==> src/rtl/traffic_phase_fsm.sv <==
// Two-road (A/B) signal phase controller.
// Owns the phase register sampled by the external stop counter, consumes that
// counter's Traffic_stop value to hand green to a waiting road, inserts yellow
// and all-red clearance, and flashes yellow on both roads while Fault is high.
//
// Handshake note: there is no valid/ready traffic here. Demand inputs are plain
// levels sampled every rising edge; Traffic_stop is a registered value that the
// stop counter derives from `state`, so it lags the phase by one cycle.
module traffic_phase_fsm #(
    parameter int STOP_THRESHOLD = 10,
    parameter int MIN_GREEN      = 20,
    parameter int YELLOW_TIME    = 4,
    parameter int ALL_RED_TIME   = 3,
    parameter int BLINK_HALF     = 8
) (
    input  logic       CLK,
    input  logic       Reset,
    input  logic       Fault,
    input  logic       A_Traffic,
    input  logic       B_Traffic,
    input  logic [9:0] Traffic_stop,
    output logic [2:0] state,
    output logic [2:0] A_light,
    output logic [2:0] B_light
);

    // Phase encoding is fixed: the stop counter decodes these values.
    localparam logic [2:0] INIT_STATE  = 3'd0;
    localparam logic [2:0] A_STATE     = 3'd1;  // B green, A waiting
    localparam logic [2:0] B_STATE     = 3'd2;  // A green, B waiting
    localparam logic [2:0] A_IS_GREEN  = 3'd3;
    localparam logic [2:0] B_IS_GREEN  = 3'd4;
    localparam logic [2:0] BLINK_STATE = 3'd5;
    localparam logic [2:0] A_YELLOW    = 3'd6;
    localparam logic [2:0] B_YELLOW    = 3'd7;

    // Light patterns, {R,Y,G}.
    localparam logic [2:0] LIGHT_RED    = 3'b100;
    localparam logic [2:0] LIGHT_YELLOW = 3'b010;
    localparam logic [2:0] LIGHT_GREEN  = 3'b001;
    localparam logic [2:0] LIGHT_OFF    = 3'b000;

    // Timer compare points, pre-sized to the 10-bit timer.
    localparam logic [9:0] TIMER_MAX      = 10'h3FF;
    localparam logic [9:0] STOP_THR       = 10'(STOP_THRESHOLD);
    localparam logic [9:0] MIN_GREEN_LAST = 10'(MIN_GREEN - 1);
    localparam logic [9:0] YELLOW_LAST    = 10'(YELLOW_TIME - 1);
    localparam logic [9:0] ALL_RED_LAST   = 10'(ALL_RED_TIME - 1);
    localparam logic [9:0] BLINK_LAST     = 10'(BLINK_HALF - 1);

    logic [2:0] state_q, state_d;
    logic [9:0] timer_q, timer_d;
    logic       blink_tog_q, blink_tog_d;
    logic       timer_clr;

    // Next-phase selection; Fault overrides every other condition.
    always_comb begin
        state_d = state_q;
        if (Fault) begin
            state_d = BLINK_STATE;
        end else begin
            case (state_q)
                INIT_STATE: begin
                    if (timer_q == ALL_RED_LAST) state_d = A_IS_GREEN;
                end
                A_IS_GREEN: begin
                    if (B_Traffic && (timer_q >= MIN_GREEN_LAST)) state_d = B_STATE;
                end
                B_STATE: begin
                    // Threshold wins over a dropped request in the same cycle.
                    if (Traffic_stop >= STOP_THR) state_d = A_YELLOW;
                    else if (!B_Traffic)          state_d = A_IS_GREEN;
                end
                A_YELLOW: begin
                    if (timer_q == YELLOW_LAST) state_d = B_IS_GREEN;
                end
                B_IS_GREEN: begin
                    if (A_Traffic && (timer_q >= MIN_GREEN_LAST)) state_d = A_STATE;
                end
                A_STATE: begin
                    if (Traffic_stop >= STOP_THR) state_d = B_YELLOW;
                    else if (!A_Traffic)          state_d = B_IS_GREEN;
                end
                B_YELLOW: begin
                    if (timer_q == YELLOW_LAST) state_d = A_IS_GREEN;
                end
                BLINK_STATE: begin
                    state_d = INIT_STATE;
                end
                default: begin
                    state_d = INIT_STATE;
                end
            endcase
        end
    end

    // Timer and flash toggle. Green time keeps accumulating across the
    // green<->waiting moves so a repeated request is not re-delayed.
    always_comb begin
        timer_clr   = 1'b0;
        blink_tog_d = blink_tog_q;
        if (state_d != state_q) begin
            case (state_d)
                INIT_STATE, A_YELLOW, B_YELLOW: timer_clr = 1'b1;
                BLINK_STATE: begin
                    timer_clr   = 1'b1;
                    blink_tog_d = 1'b0;
                end
                A_IS_GREEN: timer_clr = (state_q == B_YELLOW) || (state_q == INIT_STATE);
                B_IS_GREEN: timer_clr = (state_q == A_YELLOW);
                default:    timer_clr = 1'b0;
            endcase
        end else if ((state_q == BLINK_STATE) && (timer_q == BLINK_LAST)) begin
            timer_clr   = 1'b1;
            blink_tog_d = ~blink_tog_q;
        end

        if (timer_clr)                  timer_d = '0;
        else if (timer_q == TIMER_MAX)  timer_d = timer_q;
        else                            timer_d = timer_q + 10'd1;
    end

    // Phase, timer and flash registers.
    always_ff @(posedge CLK or negedge Reset) begin
        if (!Reset) begin
            state_q     <= INIT_STATE;
            timer_q     <= '0;
            blink_tog_q <= 1'b0;
        end else begin
            state_q     <= state_d;
            timer_q     <= timer_d;
            blink_tog_q <= blink_tog_d;
        end
    end

    // Lights are a pure decode of the phase so they change with `state`.
    always_comb begin
        A_light = LIGHT_RED;
        B_light = LIGHT_RED;
        case (state_q)
            A_IS_GREEN, B_STATE: A_light = LIGHT_GREEN;
            B_IS_GREEN, A_STATE: B_light = LIGHT_GREEN;
            A_YELLOW:            A_light = LIGHT_YELLOW;
            B_YELLOW:            B_light = LIGHT_YELLOW;
            BLINK_STATE: begin
                A_light = blink_tog_q ? LIGHT_YELLOW : LIGHT_OFF;
                B_light = blink_tog_q ? LIGHT_YELLOW : LIGHT_OFF;
            end
            default: begin
                A_light = LIGHT_RED;
                B_light = LIGHT_RED;
            end
        endcase
    end

    assign state = state_q;

endmodule

==> config.mk <==
export PLATFORM = sky130hd
export DESIGN_NAME = traffic_phase_fsm
export DESIGN_NICKNAME = d
export VERILOG_FILES = /design/src/rtl/traffic_phase_fsm.sv
export SDC_FILE = /design/constraint.sdc
export NUM_CORES = 1
export LEC_CHECK = 0
export CORE_MARGIN = 2
export CORE_UTILIZATION = 54
export DETAILED_ROUTE_END_ITERATION = 8
export PLACE_DENSITY_LB_ADDON = 0.1
export SLEW_MARGIN = 20
export SYNTH_ARGS = -nofsm -noshare
export SYNTH_HDL_FRONTEND = slang
export SYNTH_SLANG_ARGS = --single-unit
==> constraint.sdc <==
create_clock -name CLK -period 4 [get_ports CLK]
set_input_delay 1.2 -clock CLK [delete_from_list [all_inputs] [get_ports CLK]]
set_output_delay 1.2 -clock CLK [all_outputs]
set_load 0.01 [all_outputs]
After elaboration in Yosys (flattened, before gate mapping)
Index checks and enable logic that the tools add are counted.
W data, S select, Z words.

operators by class
  add/sub/neg operators = 1
  order comparisons = 2
  equality and inequality tests = 19
  muxes and demuxes = 22
  bitwise operators = 1
  reductions and logical operators = 11

operator list
  operator                 number
  $mux W3                  10
  $eq A3 B3 Y1 const B     8
  $pmux W3 S8              1
  $eq A10 B2 Y1 const B    2
  $mux W10                 2
  $pmux W3 S3              2
  $add A10 B1 Y10 const B  1
  $eq A10 B10 Y1 const B   1
  $eq A10 B3 Y1 const B    1
  $ge A10 B4 Y1 const B    1
  $ge A10 B5 Y1 const B    1
  $eq A3 B2 Y1 const B     3
  $logic_not A3 Y1         2
  $mux W1                  5
  $reduce_or A2 Y1         2
  $reduce_or A4 Y1         1
  $eq A3 B1 Y1 const B     1
  $logic_and A1 B1 Y1      3
  $ne A3 B3 Y1             1
  $pmux W1 S3              1
  $mux W2                  1
  $ne A2 B1 Y1 const B     1
  $ne A2 B2 Y1 const B     1
  $reduce_and A2 Y1        1
  other kinds (3)          3

storage, ports and cells
  bits in registers = 14
  input port bits = 15
  output and inout bits = 9
  word-level logic and storage cells = 59

Depth between registers and ports, before layout
  depth after elaboration = 10
  gate-level depth with buffers = 10
  depth with buffers taken out = 9

Least setup slack after synthesis
Ideal clock, no wire load.

  path type = input-to-reg
  start = input port Traffic_stop[2]
  end = register timer_q[8]
  library setup time = 0.081 ns
  arrival time = 3.061 ns
  data required time = 3.919 ns
  path slack = 0.858 ns
  stages on the path = 9
  buffers on the path = 0
  cell sequence = o21ai_1 and3_1 a221o_1 or3_4 clkinv_4 nor3b_2 a2111oi_2 a21boi_4 nor3_2

between the ends
  cells in the longest elaborated chain, start to end = 9
  elaborated cells between the ends (all ways) = 17
  classes of those cells = order compare: 1; eq/ne: 7; mux: 7; reduce/logical: 2

RTL lines
  item                                                       line    source
  start, declared                                            21      input logic [9:0] Traffic_stop,
  $ge A10 B4 Y1 (*)                                          71, 81
  $mux W3, on equally long branches                          81, 71
  $pmux W3 S8 (*)                                            62      case (state_q)
  $mux W3 (*)                                                59      if (Fault) begin
  net state_d[1]                                             51      logic [2:0] state_q, state_d;
  $eq A3 B3 Y1 or $logic_not A3 Y1 (tied branches)           103     case (state_d)
  $reduce_or A4 Y1 (no source line)                          --
  $pmux W1 S3                                                103
  $mux W1 (*)                                                102     if (state_d != state_q) begin
  $ne A2 B2 Y1 (no source line) or $mux W10 (tied branches)  --
  end signal, assigned                                       131     timer_q <= timer_d;
  end, declared                                              52      logic [9:0] timer_q, timer_d;

The timed path passes the listed nets; every way through them passes the cells marked *.
A chain may end at the register's enable or synchronous reset.

Final worst setup path
  start = input port Traffic_stop[2]
  end = register timer_q[9]

The elaborated chain is that of the path after synthesis.

==> reports/results.txt <==
Final WL = 2520 µm
Total negative setup slack = 0 ns
Non-Filler Instances = 180
RR Startpoint = timer_q[0]
CTS buffer count = 3
Die area = 2550 µm²
Initial antenna violation count = 0
Simple-gate share of the synthesized area = 35.9%
Pwr Total = 0.000873 W
CP max stage delay = 0.46 ns
Ys Warns = 0
Leak = 0.564 nW
Fin crit share = 87.6%
Largest net degree at the start of global routing = 17
Critical path launch point type = input port
Multi-input gate area = 734 µm²
Register area share after synthesis = 30.0%
Number of cells after detailed placement = 176
Final antenna-violating net count = 0
Mapped Area = 1170 µm²
RSZ-0062 raised after global routing = false
Hold_buf cts = 0
Number of I/O port buffers = 22
Placed Area = 1380 µm²
P&R area growth vs syn = 21.1%
Layout cells sized above 1 = 14.4%
Setup Skew = 0.00124 ns
Reg2reg setup slack = 1.22 ns
Vias in the first global route = 1020
Most used routing layer = met2
Starting DRT DRC Count = 25
CTS Root Cell = clkbuf_4
Peak Freq = 285 MHz
GRT met1 Usage = 26.9%
Post-synthesis area per instance = 8.84 µm²
Diodes inserted = 0
Main combinational cell family by area after synthesis = simple AND/OR/NAND/NOR gates
Post-synthesis xor/xnor area fraction = 7.50%
Mux cell area share after synthesis = 0%
Hold depth = 1
Cell Pwr Density = 617 nW/µm²
Headroom to the max-slew limit = 60.6%
Syn nets = 149
CTS tree = yes
Synth Area in Adders = 2.14%
DRC Markers = 0
Hold path endpoint = blink_tog_q
Gr usage total = 22.2%
Placed wire-length estimate = 1930 µm
Commonest non-fill, non-tap cell in the layout = nor2_1
Fin. max-slew vios = 0
End of the worst register-to-register path = timer_q[9]
Global-route wire length before repair = 4370 µm
Met2 Usage GRT = 40.6%
Fin. Hold Viols = 0
Setup Buffers After CTS = 0
Max_cap viols = 0
Post-route cell area = 1410 µm²
Worst-Skew Late Latency = 0.28 ns
Fin nets = 171
Number of synthesized flops with an enable pin = 0
Critical path endpoint category = register
Reg2reg path depth = 9
Required @ worst endpoint = 4.20 ns
Synth Area in Compound Gates = 17.4%
I/O pin total = 24
Cells after Synth = 132
FILL cells = 156
HP Class = reg -> reg
Vias = 1049
Rows = 16
CP Data Arrival Time = 3.71 ns
Post-CTS sizing = 0
CP max FO = 10
Core ar. = 2000 µm²
GRT met3 Usage = 1.19%
Highest ir drop seen on vdd = 0.000433 V
RD Place Congestion = 0.818
Sequential standard cell area = 350 µm²
Gr ovfl total = 0
Yosys cell types = 49
Tightest Pin Transition = 0.589 ns
Initial Util = 58.3%
Post-layout util = 70.6%
WS Path Type = in -> reg
Via density = 5.83
Clock buffer depth = 2
Worst-path cell chain = clkdlybuf4s50_1 -> o21ai_1 -> and3_1 -> a221o_1 -> or3_4 -> clkinv_4 -> nor3b_2 -> a2111oi_2 -> a21boi_4 -> nor3_2
Depth of the CTS H-tree = 1
CTS sink count = 14
Most frequent cells in the layout = 23 x nor2_1, 22 x clkdlybuf4s50_1, 14 x dfrtp_1
Slowest cell on the critical path = clkdlybuf4s50_1
Endpoints failing setup = 0
Outcome = finished clean
Primary FF master, synth = dfrtp_1
Period minus WS final = 3.50 ns
Register bit total from synthesis = 14
Asr flop ratio synth = 100%
Critical hold path startpoint = blink_tog_q
DR WL/cell = 14.0 µm
DR pass1 iterations = 4
Die W = 50.5 µm
Clk pin slew, worst setup/hold paths = 0.08 ns
Die span in y = 50.5 µm
==> kinds of logic (layout without fill, tap and decap cells) <==
group,count (synthesis),in the layout
AOI/OAI and AO/OA,21,21
DFF,14,14
buffers and inverters,14,35
adders and majority gates,2,2
and+or+nand+nor,71,71
xor gates and xnor gates,10,10
==> critical path: cells and delay by family <==
| kind | cells | cell delay, ns |
|---|---|---|
| buf+inv | 2 | 0.54 |
| compound gates | 4 | 1.08 |
| simple gates | 4 | 0.88 |
==> per-layer routing <==
| metal | wire, µm | vias to the layer above | share of wire [%] |
|---|---|---|---|
| met5 | 0 | - | 0 |
| met4 | 26 | 0 | 1.0 |
| met3 | 110 | 2 | 4.4 |
| met2 | 1310 | 34 | 52 |
| met1 | 1060 | 494 | 42 |
| li1 | - | 519 | - |
==> cell type report <==
cell class | instances | area share (%)
clock buffer | 4 | 2.57
inverter | 9 | 2.74
multi-input combinational | 104 | 51.9
sequential | 14 | 24.8
tap | 27 | 2.39
timing repair buffer | 22 | 15.6
==> Yosys cell counts, types with 3 or more instances <==
cell type	count	area share [%]
nand2_1	6	1.9
nor3_1	4	1.7
nor2_1	23	7.4
nand4_1	7	3.8
and3_1	3	1.6
inv_1	7	2.3
nand3_1	6	2.6
nor2b_1	3	1.6
dfrtp_1	14	30
buf_6	3	2.9
nor3_2	3	2.6
xnor2_1	8	6.0
==> state kept, by name (all words and copies together), names as in the netlist <==
signal / flops
timer_q: 10
state: 3
blink_tog_q: 1
==> power by group <==
part / internal (W) / leakage (nW) / switching (W) / total [W]
registers: 0.000169 / 0.186 / 0.0000775 / 0.000246
clock network: 0.0000554 / 0.0210 / 0.0000443 / 0.0000997
logic: 0.000260 / 0.357 / 0.000267 / 0.000527
total: 0.000484 / 0.564 / 0.000388 / 0.000873
==> worst max-delay path by stage <==
stage | startpoint | to | slack (ns) | cells past startpoint
2_1_floorplan | Traffic_stop[2] | timer_q[8] | 0.86 | 9
3_3_place_gp | Traffic_stop[2] | timer_q[9] | 0.27 | 10
3_5_place_dp | Traffic_stop[9] | timer_q[9] | 0.20 | 9
4_1_cts | Traffic_stop[2] | timer_q[9] | 0.49 | 10
5_1_grt | Traffic_stop[9] | timer_q[9] | 0.34 | 9
6_report | Traffic_stop[2] | timer_q[9] | 0.50 | 10
==> metrics by stage <==
step | hold slack, ns | setup slack, ns
final | 0.550 | 0.496
after global routing | 0.591 | 0.343
after floorplan | 0.496 | 0.858
after CTS | 0.557 | 0.491
after global placement | 0.534 | 0.271
after detailed placement | 0.538 | 0.201
(Power assumes the default switching activity.)
